File: src/rtl/hex_display_mux_if.sv
// Display-bus interface for hex_display_mux: the packed hex word and its load
// strobe travel toward the display; segments, digit selects and the frame
// pulse travel back. The master side feeds the display, the slave side is the
// display driver itself.
interface hex_display_mux_if #(
  parameter int N_DIGITS = 4
);
  logic                    load;
  logic [4*N_DIGITS-1:0]   value;
  logic [6:0]              seg;
  logic [N_DIGITS-1:0]     an;
  logic                    frame_done;

  modport master (
    output load, value,
    input  seg, an, frame_done
  );

  modport slave (
    input  load, value,
    output seg, an, frame_done
  );
endinterface

File: src/rtl/hex_display_mux.sv
// hex_display_mux: time-multiplexed driver for N_DIGITS common-select 7-segment
// digits. A packed hex word is captured into a pending register and promoted
// to the displayed word only at frame boundaries, so a frame never shows a mix
// of old and new digits. Digits are scanned round-robin, REFRESH_DIV cycles
// per slot, with the first BLANK_CYCLES of every slot dark to avoid ghosting.
// Outputs are registered (one cycle behind the scan state).
//
// Optional feature: define LEADING_ZERO_SUPPRESS_EN to keep leading-zero digits
// (k >= 1 whose nibble and all higher nibbles are zero) dark for their slot.
// Digit 0 is always shown. Scan timing does not change.
module hex_display_mux #(
  parameter int N_DIGITS     = 4,
  parameter int REFRESH_DIV  = 1000,
  parameter int BLANK_CYCLES = 1
) (
  input  logic               clk,
  input  logic               rst,
  hex_display_mux_if.slave   bus
);

  localparam int CNT_W = $clog2(REFRESH_DIV);
  localparam int IDX_W = $clog2(N_DIGITS);

  localparam logic [CNT_W-1:0] LAST_CNT = CNT_W'(REFRESH_DIV - 1);
  localparam logic [IDX_W-1:0] LAST_IDX = IDX_W'(N_DIGITS - 1);
  localparam logic [CNT_W-1:0] BLANK_C  = CNT_W'(BLANK_CYCLES);

  // Scan position: cycle within the slot and the digit being driven.
  logic [CNT_W-1:0]          cnt;
  logic [IDX_W-1:0]          idx;

  // Pending word (last load) and the word the current frame is showing.
  logic [N_DIGITS-1:0][3:0]  pending;
  logic [N_DIGITS-1:0][3:0]  disp;

  logic                      slot_end;
  logic                      swap;
  logic                      blank;
  logic                      dark;
  logic [N_DIGITS-1:0]       lit;
  logic [6:0]                seg_next;
  logic [N_DIGITS-1:0]       an_next;

  // Hex nibble to {a,b,c,d,e,f,g}, active-high, a in bit 6.
  function automatic logic [6:0] decode(input logic [3:0] nib);
    logic [6:0] s;
    case (nib)
      4'h0: s = 7'h7E;
      4'h1: s = 7'h30;
      4'h2: s = 7'h6D;
      4'h3: s = 7'h79;
      4'h4: s = 7'h33;
      4'h5: s = 7'h5B;
      4'h6: s = 7'h5F;
      4'h7: s = 7'h70;
      4'h8: s = 7'h7F;
      4'h9: s = 7'h7B;
      4'hA: s = 7'h77;
      4'hB: s = 7'h1F;
      4'hC: s = 7'h4E;
      4'hD: s = 7'h3D;
      4'hE: s = 7'h4F;
      default: s = 7'h47;
    endcase
    return s;
  endfunction

  assign slot_end = (cnt == LAST_CNT);
  assign swap     = slot_end && (idx == LAST_IDX);

  // The blanking window collapses to nothing when BLANK_CYCLES is zero; the
  // split keeps an always-false unsigned compare out of the netlist.
  if (BLANK_CYCLES == 0) begin : g_no_blank
    assign blank = 1'b0;
  end else begin : g_blank
    assign blank = (cnt < BLANK_C);
  end

`ifdef LEADING_ZERO_SUPPRESS_EN
  // A digit is lit if it or any more-significant digit is non-zero; digit 0 always lit.
  always_comb begin
    logic nz;
    nz  = 1'b0;
    lit = '0;
    for (int k = N_DIGITS - 1; k >= 0; k--) begin
      nz     = nz | (disp[k] != 4'h0);
      lit[k] = nz || (k == 0);
    end
  end
`else
  // Every digit is shown, leading zeros included.
  always_comb begin
    lit = '1;
  end
`endif

  assign dark = blank || !lit[idx];

  // Next segment/select pattern for the current scan position.
  always_comb begin
    // NOTE: defaults first so every path assigns every output; otherwise a
    // latch is inferred for the untouched bits.
    seg_next = '0;
    an_next  = '0;
    if (!dark) begin
      an_next[idx] = 1'b1;
      seg_next     = decode(disp[idx]);
    end
  end

  // Scan counters, word capture/swap and registered display outputs.
  always_ff @(posedge clk) begin
    // NOTE: non-blocking assignments so every register samples pre-edge values
    // (e.g. disp swaps using the pending value from before this edge's load).
    if (rst) begin
      cnt            <= '0;
      idx            <= '0;
      pending        <= '0;
      disp           <= '0;
      bus.seg        <= '0;
      bus.an         <= '0;
      bus.frame_done <= 1'b0;
    end else begin
      if (slot_end) begin
        cnt <= '0;
        idx <= (idx == LAST_IDX) ? '0 : idx + 1'b1;
      end else begin
        cnt <= cnt + 1'b1;
      end

      // Last load wins; a load on the swap cycle also goes straight to disp.
      if (bus.load) begin
        pending <= bus.value;
      end
      if (swap) begin
        disp <= bus.load ? bus.value : pending;
      end

      bus.frame_done <= swap;
      bus.seg        <= seg_next;
      bus.an         <= an_next;
    end
  end

endmodule

File: src/flat_wrapper.sv
// flat-port wrapper written by rule: the top's interface ports become plain ports
module hex_display_mux_flat 
#(
  parameter int N_DIGITS     = 4,
  parameter int REFRESH_DIV  = 1000,
  parameter int BLANK_CYCLES = 1
)
  (clk, rst, bus_load, bus_value, bus_seg, bus_an, bus_frame_done);
  hex_display_mux_if #(.N_DIGITS(N_DIGITS)) bus_i ();
  input  logic clk;
  input  logic rst;
  input wire logic [$bits(bus_i.load)-1:0] bus_load;
  input wire logic [$bits(bus_i.value)-1:0] bus_value;
  output wire logic [$bits(bus_i.seg)-1:0] bus_seg;
  output wire logic [$bits(bus_i.an)-1:0] bus_an;
  output wire logic [$bits(bus_i.frame_done)-1:0] bus_frame_done;
  assign bus_i.load = bus_load;
  assign bus_i.value = bus_value;
  assign bus_seg = bus_i.seg;
  assign bus_an = bus_i.an;
  assign bus_frame_done = bus_i.frame_done;
  hex_display_mux #(.N_DIGITS(N_DIGITS), .REFRESH_DIV(REFRESH_DIV), .BLANK_CYCLES(BLANK_CYCLES)) u_core (.clk(clk), .rst(rst), .bus(bus_i));
endmodule
File: config.mk
export PLATFORM = sky130hd
export DESIGN_NAME = hex_display_mux_flat
export DESIGN_NICKNAME = d
export VERILOG_FILES = /design/src/rtl/hex_display_mux_if.sv /design/src/rtl/hex_display_mux.sv /design/src/flat_wrapper.sv
export SDC_FILE = /design/constraint.sdc
export NUM_CORES = 1
export LEC_CHECK = 0
export CORE_MARGIN = 2
export CORE_UTILIZATION = 60
export CTS_BUF_LIST = sky130_fd_sc_hd__clkbuf_4
export DETAILED_ROUTE_END_ITERATION = 8
export GPL_TIMING_DRIVEN = 0
export PLACE_DENSITY = 0.86
export SLEW_MARGIN = 10
export SYNTH_ARGS = -nofsm -noshare
export SYNTH_HDL_FRONTEND = slang
export SYNTH_SLANG_ARGS = --single-unit
File: constraint.sdc
create_clock -name clk -period 4.6 [get_ports clk]
set_input_delay 1.15 -clock clk [delete_from_list [all_inputs] [get_ports clk]]
set_output_delay 1.15 -clock clk [all_outputs]
set_load 0.1 [all_outputs]
---- Word-level counts from Yosys, hierarchy flattened ----
Memories as Yosys holds them, arrays and structs flattened. A register that Yosys moved wholly into a read port is not among the register bits.
Index checks and enable logic that the tools add are counted.
storage, ports and cells
  flip-flop bits (word level) ............. 49
  bits in latches ......................... 0
  RAM bits ................................ 0
  memory bits (read-only) ................. 112
  input port bits ......................... 19
  word-level logic and storage cells ...... 34
  memories kept ........................... 1
memory list
  name             words  bits a word  rd ports  clocked after memory_dff  write ports  line                   source
  (no name shown)  16     7            1         1                         0            hex_display_mux.sv:47  case (nib)
operators by class
  $add $sub $neg .......................... 2
  multipliers ............................. 0
  divide/modulo/power cells ............... 0
  $lt $le $gt $ge ......................... 3
  equality and inequality tests ........... 2
  shifts and indexed selects .............. 0
  muxes and demuxes ....................... 8
  bitwise gates (word level) .............. 0
  reduce and logical (&&, ||, !) cells .... 6
operator list
  operator                 count
  $mux W16                 1
  $add A10 B1 Y10 const B  1
  $eq A10 B10 Y1 const B   1
  $lt A10 B1 Y1 const B    1
  $bmux W4 S2              1
  $mux W4                  1
  $reduce_or A2 Y1         2
  $lt A2 B3 Y1 const B     1
  $add A2 B1 Y2 const B    1
  $bmux W1 S2              1
  $demux W1 S2             1
  $eq A2 B2 Y1 const B     1
  $ge A2 B1 Y1 const B     1
  $logic_and A1 B1 Y1      2
  $mux W1                  2
  $mux W2                  1
  $logic_not A1 Y1         1
  $logic_or A1 B1 Y1       1

---- Longest topological paths before layout ----
Gate-level depths: netlist of run 1.
  word-level depth ........................ 5
  depth in mapped cells ................... 7
  gate-level depth less buffers ........... 6

---- Worst setup path before layout of run 1 ----
Ideal clock, no wire load.
  path kind ............................... input to register
  start point ............................. input bus_load
  end point ............................... register u_core.disp[10] (netlist bit)
  arrival time ............................ 2181 ps
  path slack .............................. 2302 ps
  stages .................................. 5
  buffers on the path ..................... 2
  path through ............................ clkbuf_1 -> buf_2 -> mux2i_1 -> nor2_1 -> o22a_1
on the way
  cells in the longest elaborated chain, start to end .. 1
RTL lines
  what                  line                    source
  start, declared       flat_wrapper.sv:12      input wire logic [$bits(bus_i.load)-1:0] bus_load;
  $mux W16              hex_display_mux.sv:136  disp <= bus.load ? bus.value : pending;
  end signal, assigned  hex_display_mux.sv:136
  end, declared         hex_display_mux.sv:34   logic [N_DIGITS-1:0][3:0] disp;
Every way passes these cells.
A chain may end at the register's enable or synchronous reset.

---- Worst setup path in the final report of run 1 ----
  start point ............................. register u_core.bus.an[3]
  end point ............................... output bus_an[3]
RTL lines
  what                    line                      source
  start, declared         hex_display_mux_if.sv:21  output seg, an, frame_done
  start signal, assigned  hex_display_mux.sv:141    bus.an <= an_next;
  end, declared           flat_wrapper.sv:15        output wire logic [$bits(bus_i.an)-1:0] bus_an;
No word-level cell between the ends.

==> run metrics, run 1 <==
status completed; prevailing post-synth register cell dfxtp_1; worst skew pair latency 0.38 ns; Critical Path Sink Type primary output; Startpoint Class register; gpl congestion 0.906; nets 300; CTS Sinks 56; Worst Path Buf+Inv 1; Synth Cell Area 0.00244 mm²; pin count of the biggest net entering global routing 17; worst min path class register to register; Resized cells post-CTS 0; via count 1690; core area 0.00394 mm²; Buffers on Ports 29; Syn-to-layout area delta 16.5%; final wirelength 4.29 mm; Pint 599 µW; average size of a mapped cell 10.5 µm²; Post-DRT Antenna Nets 0; vias in the first global route 1645; Seq pwr share 61.5%; GRT Total Usage 22.2%; yosys warns 0; antenna cells 0; post-synthesis async set-or-reset flop share 0%; Setup violations, final 0; die area 0.00459 mm²; Period minus WS final 2.99 ns; CTS buffer count 5; Sw Pwr 226 µW; Post-DP HPWL 3.26 mm; Synth Register Bits 56; setup TNS 0 ns; Std-Cell Rows 23; syn_nets 264; Post-synth EDFFs 0; Combinational Power Share 14.2%; Routed WL per cell 13.5 µm; DRC viols 0; CP delay by family, top buffers and inverters; global-route wire length before repair 7.39 mm; max-cap violations 0; Net Sw Frac 27.4%; Vias per Instance 5.31; dominant cells by area after synthesis dfxtp_1 46%, mux2i_1 8.2%, ha_1 6.7%; pwr/cell area 291 mW/mm²; sequential share of the synthesized area 46.0%; Starting Density 61.8%; initial antenna violation count 0; Final Hold Violating Endpoints 0; # fillers 297; # IOs 31; placed instance count 311; CTS root buffer clkbuf_4; cells after synthesis 232; share of layout cells above drive strength 1 8.58%; count leader, synth dfxtp_1; GRT overflow 0; skew final 0.0106 ns; post-route cell area 0.00284 mm²; area post-placement 0.00279 mm²; Slowest cell on crit path clkdlybuf4s50_1; count of different cell masters after synthesis 35; critical path required time 3.45 ns; Power, Total 825 µW; RSZ-0062 raised after global routing false; Tightest Pin Transition 0.962 ns; H-tree Lvls 2; max incr delay on CP 1.13 ns; Final Max Tran Viols 0; Clk pwr share 24.3%; Yosys top cell by area dfxtp_1; WS Path Type register to primary output; Final Core Density 72.0%; peak supply drop 242 µV; Die Span X 67.7 µm; setup bufs post-CTS 0; post-route insts no fill 318; Initial DRC Count 117; Slew headroom 35.7%; data arrival time of the worst path 1.84 ns; Leak 1.19 nW; drt first pass iters 4; CTS tree built; clk slew on worst S/H paths 0.14 ns; die height 67.7 µm; maximum root-to-sink buffer count 2; critical path cell sequence clkdlybuf4s50_1; top-area cell type share of the netlist area 46.0%; synth cell count leaders 56 x dfxtp_1, 40 x nor2_1, 20 x mux2i_1; worst-path fanout max 1; # hold bufs at CTS 0; crit share post-route 65.1%; Max Freq 0.334 GHz
cells by family after synthesis:
kind of cell	Yosys count	share of synthesized area [%]
buffers and inverters	22	4.16
adder cells (fa/ha/maj)	13	6.68
XOR/XNOR	13	4.67
AND/OR/NAND/NOR	71	13.7
multiplexers	28	14.8
flip-flops	56	46.0
AO/OA/AOI/OAI	29	9.96
layer usage:
metal  part of all wire (%)  global-route usage (%)  up-vias  wire length (µm)
met5                      0                       0        -                 0
met1                     46                    26.1      778              1960
li1                       -                       -      876                 -
met4                    2.3                    10.2        0               100
met3                    3.3                    5.50        8               142
met2                     49                    38.0       28              2080
layout by cell type, fill, tap and decap left out, types with 2 or more instances in the layout:
master           instances
nand3_1                  2
xnor2_1                  6
mux4_2                   6
buf_2                    3
nand2_1                  4
inv_1                    8
xor2_1                   7
buf_6                    2
ha_1                    13
o22a_1                  12
mux2i_1                 20
clkdlybuf4s50_1         29
nor3_1                   7
clkbuf_1                 8
nand4_1                  2
nor2_1                  40
a221oi_1                 2
a211oi_1                 8
a21oi_1                  2
nor2b_1                  6
clkbuf_4                 5
dfxtp_1                 56
and2_1                   4
registers in the layout, indices dropped and copies added (netlist names):
| name | flops |
|---|---|
| u_core.disp | 16 |
| u_core.pending | 16 |
| u_core.cnt | 10 |
| u_core.bus.seg | 7 |
| u_core.bus.an | 4 |
| u_core.idx | 2 |
| u_core.bus.frame_done | 1 |
final timing paths:
path / startpoint / to / slack (ns) / cells past startpoint
worst max register to register: u_core.idx[0]$_SDFFE_PP0P_ / u_core.bus.seg[3]$_SDFF_PP0_ / 2.54 / 7
worst min-delay path: u_core.cnt[0]$_SDFF_PP0_ / u_core.cnt[0]$_SDFF_PP0_ / 0.49 / 1
worst max-delay path: u_core.bus.an[3]$_SDFF_PP0_ / bus_an[3] / 1.61 / 1
worst min register to register: u_core.cnt[0]$_SDFF_PP0_ / u_core.cnt[0]$_SDFF_PP0_ / 0.49 / 1
per-stage QoR:
stage                     setup WS, ns  hold slack [ns]
after floorplan                   2.30            0.430
final                             1.61            0.494
after global placement            1.75            0.443
after global routing              1.54            0.533
after detailed placement          1.73            0.464
after CTS                         1.57            0.498
layout make-up:
type                            count  area [µm²]  share of cell area [%]
Multi-Input combinational cell    154        1210                    42.8
Clock inverter                      2        12.5                   0.441
Sequential cell                    56        1120                    39.5
Tap cell                           50        62.6                    2.20
Buffer                             13        67.6                    2.38
Inverter                            9        33.8                    1.19
Clock buffer                        5        37.5                    1.32
Timing Repair Buffer               29         290                    10.2
power groups by stage:
stage	clock network, mW	logic [mW]	registers [mW]
global placement	0	0.116	0.518
detailed placement	0	0.117	0.518
global route	0.226	0.125	0.510
finish	0.201	0.117	0.508
CTS	0.210	0.118	0.508
floorplan	0	0.0355	0.565
Note: power is estimated with default switching activity, not from simulation.
==> run 2: changes to the inputs <==
--- a/config.mk
+++ b/config.mk
@@ -6,11 +6,11 @@
 export NUM_CORES = 1
 export LEC_CHECK = 0
 export CORE_MARGIN = 2
-export CORE_UTILIZATION = 60
+export CORE_UTILIZATION = 51
 export CTS_BUF_LIST = sky130_fd_sc_hd__clkbuf_4
 export DETAILED_ROUTE_END_ITERATION = 8
 export GPL_TIMING_DRIVEN = 0
-export PLACE_DENSITY = 0.86
+export PLACE_DENSITY = 0.77
 export SLEW_MARGIN = 10
 export SYNTH_ARGS = -nofsm -noshare
 export SYNTH_HDL_FRONTEND = slang
==> constraint.sdc (replaced) <==
create_clock -name clk -period 2.5 [get_ports clk]
set_input_delay 0.625 -clock clk [delete_from_list [all_inputs] [get_ports clk]]
set_output_delay 0.625 -clock clk [all_outputs]
set_load 0.1 [all_outputs]
==> run 2 against run 1 <==
Global-route usage down 4.9 points. Worst setup slack got worse by 1.5 ns. Core utilization decreased by 11 points. Sequential power grew 84%. Non-clock buffer count unchanged. Die area is 17% higher. Count of clock-buffer cells in the layout up 1. Critical path depth unchanged. Cell count rose by 1.6%. Largest power group unchanged.
==> run metrics, run 2 (synthesized netlist as in run 1, its figures left out) <==
Syn-to-layout area delta 17.0%; Post-DP HPWL 3.14 mm; # fillers 421; Slew headroom 35.7%; Final Max Tran Viols 0; GRT Total Usage 17.3%; RSZ-0062 raised after global routing false; maximum root-to-sink buffer count 2; Die Span X 73.1 µm; crit share post-route 97.4%; Vias per Instance 5.24; pwr/cell area 538 mW/mm²; core area 0.00466 mm²; CTS tree built; Period minus WS final 2.44 ns; CP delay by family, top buffers and inverters; Max Freq 0.410 GHz; skew final 0.0102 ns; critical path required time 1.88 ns; peak supply drop 391 µV; status completed; die height 73.1 µm; setup bufs post-CTS 0; data arrival time of the worst path 1.81 ns; most common cell after layout, fill and taps aside dfxtp_1; via count 1691; Critical Path Sink Type primary output; CTS root buffer clkbuf_4; gpl congestion 0.854; max incr delay on CP 1.12 ns; Std-Cell Rows 25; Routed WL per cell 13.0 µm; Final Hold Violating Endpoints 0; share of layout cells above drive strength 1 8.55%; final wirelength 4.20 mm; # hold bufs at CTS 0; Slowest cell on crit path clkdlybuf4s50_1; Setup violations, final 0; Worst Path Buf+Inv 1; Startpoint Class register; setup TNS 0 ns; nets 300; most frequent cells in the layout 56 x dfxtp_1, 40 x nor2_1, 29 x clkdlybuf4s50_1, 20 x mux2i_1, 13 x ha_1; CTS buffer count 5; critical path cell sequence clkdlybuf4s50_1; Leak 1.19 nW; antenna cells 0; die area 0.00535 mm²; worst-path fanout max 1; initial antenna violation count 0; global-route wire length before repair 7.18 mm; Power, Total 1.53 mW; DRC viols 0; Tightest Pin Transition 0.962 ns; worst skew pair latency 0.36 ns; Resized cells post-CTS 0; clk slew on worst S/H paths 0.15 ns; CTS Sinks 56; Starting Density 52.3%; Post-DRT Antenna Nets 0; vias in the first global route 1587; pin count of the biggest net entering global routing 17; GRT overflow 0; worst min path class register to register; Top Registers u_core.disp x16, u_core.pending x16, u_core.cnt x10; drt first pass iters 4; # IOs 31; H-tree Lvls 2; max-cap violations 0; WS Path Type register to primary output; Buffers on Ports 29; Initial DRC Count 110
==> run 2: through the flow <==
step	instance area (µm²)	utilization (%)	hold slack, ns	std cells	setup slack [ns]
6_report	2850	61.2	0.496	323	0.0638
4_1_cts	2850	61.2	0.490	323	0.0563
3_5_place_dp	2790	59.9	0.457	315	0.204
5_1_grt	2850	61.2	0.515	323	0.0157
3_3_place_gp	2790	59.9	0.444	315	0.172
2_1_floorplan	2440	-	0.430	232	0.656
==> run 2: power breakdown <==
| part | internal (mW) | switching (mW) | total, mW |
|---|---|---|---|
| Sequential | 0.924 | 0.00962 | 0.933 |
| Clock | 0.119 | 0.264 | 0.383 |
| Combinational | 0.0753 | 0.141 | 0.216 |
| Total | 1.12 | 0.415 | 1.53 |
==> run 2: routing by layer <==
metal	global-route usage, %	part of all wire (%)
met5	0	0
met4	5.14	0.69
met3	3.31	3.6
met2	29.8	49
met1	22.0	47
==> run 2: layout make-up <==
type | count | area (µm²) | area share, %
Clock buffer | 6 | 45.0 | 1.58
Tap cell | 54 | 67.6 | 2.37
Clock inverter | 2 | 11.3 | 0.395
Buffer | 13 | 67.6 | 2.37
Multi-Input combinational cell | 154 | 1210 | 42.6
Inverter | 9 | 33.8 | 1.19
Sequential cell | 56 | 1120 | 39.3
Timing Repair Buffer | 29 | 290 | 10.2
==> run 2: worst paths after layout <==
check / start / end / slack [ns] / cells after the start
min reg2reg: u_core.cnt[0]$_SDFF_PP0_ / u_core.cnt[0]$_SDFF_PP0_ / 0.50 / 1
max reg2reg: u_core.idx[0]$_SDFFE_PP0P_ / u_core.bus.seg[5]$_SDFF_PP0_ / 0.40 / 7
max: u_core.bus.an[2]$_SDFF_PP0_ / bus_an[2] / 0.06 / 1
min: u_core.cnt[0]$_SDFF_PP0_ / u_core.cnt[0]$_SDFF_PP0_ / 0.50 / 1
==> RTL change 1 (config.mk and constraints of run 1) <==
Reset style: asynchronous (`rst`), changed in one clocked block.
--- a/src/rtl/hex_display_mux.sv
+++ b/src/rtl/hex_display_mux.sv
@@ -111,3 +111,3 @@
   // Scan counters, word capture/swap and registered display outputs.
-  always_ff @(posedge clk) begin
+  always_ff @(posedge clk or posedge rst) begin
     // NOTE: non-blocking assignments so every register samples pre-edge values
Check against the original RTL: differs if rst is asserted again (counterexample within 4 cycles, from zero or initial values and one cycle with rst high); with rst held inactive, the same outputs for 10 cycles.
==> RTL change 1 against run 1 <==
- routed wire length up 6.9%
- count of clock-buffer cells in the layout up 1
- worst hold slack better by 0.011 ns
- power up 13%
- setup slack worse by 0.019 ns
- sequential cell count unchanged
- final cell count down 12%
- design area up 6.3%
- critical path depth unchanged
- area after synthesis up 5.2%
- global-route usage down 1.4 points
- fmax down 0.62%
- core utilization up 2.3 points
- critical path type unchanged
- critical endpoint is now bus_frame_done
==> RTL change 1: results (changes against run 1) <==
clk_share: 0.0265  # +0.00892
dp_hpwl_mm: 3.42  # +5.0%
buf_share: 0.121  # -0.00535
syn_area_um2: 2560  # +5.2%
fin_hold_ws_ns: 0.505  # +0.0109 ns
grt_util_met2: 0.370  # -0.0102
worst_r2r_startpoint: "u_core.idx[0]"
drtIter0Drc: 121  # +3.4%
synth.avg_cell_area_um2: 13.4  # +27%
clk_pin_slew_ns: 0.16  # +0.02 ns
ir_drop_v: 0.000236  # -2.5%
status: "complete, no violations"
dp.cells: 272  # -13%
place_area_um2: 2940  # +5.3%
gr-usage-met1: 0.253  # -0.00777
num-nonclk-buffers: 38  # -9.5%
wl_met2_mm: 2.46  # +18%
met3_usage: 0.0349  # -0.0201
r2r_slack_ns: 2.32  # -0.22 ns
design_area_um2: 3020  # +6.3%
final_cells: 280  # -12%
gr-usage-all-layers: 0.209  # -0.0136
fin_crit_ns: 3.01  # +0.0185 ns
holdPathEnd: "u_core.cnt[0]"
syn_nets: 223  # -16%
place.gp.congestion: 0.880  # -2.9%
synthTopCellsByArea: "dfrtp_1 55%, mux2_2 14%, ha_1 5.9%, mux4_1 3.1%, mux4_2 1.8%"
ys_seq_area_frac: 0.547  # +0.0864
p_leak_nw: 1.33  # +12%
==> RTL change 1: cell types whose count changed in the layout (fill, tap and decap cells not counted), sizes merged, moves of 4 or more <==
cell,change
a211oi,-7
dfrtp,+56
dfxtp,-56
mux2,+32
mux2i,-19
nand2,+4
nor2,-27
nor2b,-4
nor3,-5
o21ai,+6
o22a,-12
xnor2,-4
==> RTL change 1: power by group <==
part	total [mW]	switching [mW]	leakage (nW)	internal [mW]
sequential	0.528	0.00906	0.684	0.519
combinational	0.136	0.0804	0.603	0.0557
clock	0.265	0.145	0.0456	0.120
==> RTL change 1: cells by family (layout without fill, tap and decap cells) <==
| kind of cell | after synthesis | count (layout) | synth area share |
|---|---|---|---|
| flops | 56 | 56 | 0.547 |
| fa+ha+maj | 12 | 12 | 0.0586 |
| buf+inv | 17 | 55 | 0.0342 |
| mux | 40 | 40 | 0.203 |
| simple gates | 42 | 42 | 0.0849 |
| xor+xnor | 6 | 6 | 0.0205 |
| compound gates | 19 | 19 | 0.0522 |
==> RTL change 2 (config.mk and constraints of run 1) <==
Made on the original files. `BLANK_CYCLES` is set to 1 in 2 places; all go to 0.
--- a/src/rtl/hex_display_mux.sv
+++ b/src/rtl/hex_display_mux.sv
@@ -13,3 +13,3 @@
   parameter int REFRESH_DIV  = 1000,
-  parameter int BLANK_CYCLES = 1
+  parameter int BLANK_CYCLES = 0
 ) (
--- a/src/flat_wrapper.sv
+++ b/src/flat_wrapper.sv
@@ -5,3 +5,3 @@
   parameter int REFRESH_DIV  = 1000,
-  parameter int BLANK_CYCLES = 1
+  parameter int BLANK_CYCLES = 0
 )
Function: changed (Yosys sat finds a counterexample within 4 cycles, from zero or initial values and one cycle with rst high).
==> RTL change 2 against run 1 <==
- die area shrank 3.7%
- combinational power shrank 29%
- register-to-register slack lost 0.10 ns
- setup slack lost 0.0025 ns
- clock skew grew 0.0058 ns
- area after synthesis shrank 3.9%
- sequential cell count is the same
- design area shrank 3.1%
- routed wire length shrank 6.5%
- power shrank 2.4%
- non-clock buffer count grew 2
==> RTL change 2: results (changes against run 1) <==
status: "complete, no violations"
grt_first_pass_wirelength_mm: 6.76  # -8.6%
num-nets-final: 302  # +0.67%
ys_types: 34  # -2.9%
grt_util_met2: 0.338  # -0.0424
place.gp.congestion: 0.783  # -14%
dp.cells: 312  # +0.32%
tightestPinTransition_ns: 0.970  # +0.00836 ns
place_area_um2: 2690  # -3.5%
r2r_slack_ns: 2.44  # -0.10 ns
synth.avg_cell_area_um2: 9.96  # -5.1%
vias_per_cell: 5.20  # -2.2%
dp_hpwl_mm: 2.95  # -9.6%
wl_met3_um: 168  # +18%
drtIter0Drc: 125  # +6.8%
totalWireLength_mm: 4.01  # -6.5%
postCtsSetupBuffers: 0  # unchanged
syn_nets: 266  # +0.76%
ir_drop_v: 0.000220  # -9.0%
gr-usage-all-layers: 0.204  # -0.0185
drive_gt1_frac: 0.0882  # +0.00241
r2r_cells: 6  # -1
p_leak_nw: 1.04  # -12%
cts_buffer_depth: 2  # unchanged
ys_seq_area_frac: 0.479  # +0.0187
fin_hold_ws_ns: 0.477  # -0.0165 ns
worst_r2r_startpoint: "u_core.idx[0]"
skew_ns: 0.0164  # +0.00577 ns
first_global_vias: 1504  # -8.6%
met3_usage: 0.0405  # -0.0145
numPortBuffers: 29  # unchanged
grt_max_degree: 19  # +2
powerComb_mw: 0.0829  # -29%
crit_slowest_cell: "clkdlybuf4s50_1"
m1WireLength_mm: 1.88  # -4.4%
synthTopCellsByArea: "dfxtp_1 48%, mux2i_1 8.6%, nor2_1 8.3%, ha_1 6.4%, a211oi_1 5.8%"
path_max_fanout: 1  # unchanged
clk_pin_slew_ns: 0.16  # +0.02 ns
p_int_mw: 0.592  # -1.1%
yosys-top-cells-count: "56 x dfxtp_1, 52 x nor2_1, 20 x mux2i_1"
wl_met2_mm: 1.90  # -8.7%
n_fill_cell: 295  # -0.67%
gr-usage-met1: 0.265  # +0.00458
final_cells: 320  # +0.63%
dp_slack_ns: 1.80  # +0.0753 ns
clk-power_mw: 0.219  # +9%
## RTL change 2: cell count changes in the layout (fill, tap and decap cells not counted), moves of 2 or more
cell / before / now
nor2_1: 40 / 52
o22a_1: 12 / 1
a211oi_1: 8 / 18
xor2_1: 7 / 2
and2_1: 4 / 0
mux4_2: 6 / 2
nand2_1: 4 / 8
nand3_1: 2 / 5
nor2b_1: 6 / 3
a221oi_1: 2 / 0
buf_2: 3 / 5
mux4_1: 0 / 2
nand3b_1: 0 / 2
## RTL change 2: logic make-up (layout without fill, tap and decap cells)
family / Yosys count / after routing / share of synthesized area
simple gates: 86 / 86 / 0.165
flops: 56 / 56 / 0.479
mux: 26 / 26 / 0.138
compound gates: 25 / 25 / 0.0791
buf+inv: 22 / 59 / 0.0444
fa+ha+maj: 12 / 12 / 0.0641
xor+xnor: 8 / 8 / 0.0299
## RTL change 2: worst max-delay path by stage
stage	end	slack (ns)	cells past startpoint	from
finish	bus_seg[0]	1.60	1	u_core.bus.seg[0]
global route	bus_seg[4]	1.56	1	u_core.bus.seg[4]
CTS	bus_an[3]	1.60	1	u_core.bus.an[3]
detailed placement	u_core.pending[14]	1.80	4	rst
global placement	u_core.pending[8]	1.86	4	rst
floorplan	u_core.disp[10]	2.53	4	bus_load
## RTL change 2: layout make-up
type	count	area, um^2	area share
Sequential cell	56	1120	0.407
Inverter	7	26.3	0.00955
Timing Repair Buffer	29	290	0.106
Multi-Input combinational cell	157	1120	0.406
Tap cell	48	60.1	0.0218
Clock inverter	3	22.5	0.00819
Clock buffer	5	37.5	0.0136
Buffer	15	77.6	0.0282
## RTL change 2: per-stage QoR
step                      power [mW]  utilization
after floorplan                0.567            -
after global placement         0.595        0.724
after detailed placement       0.597        0.724
after CTS                      0.810        0.740
after global routing           0.834        0.740
final                          0.805        0.740
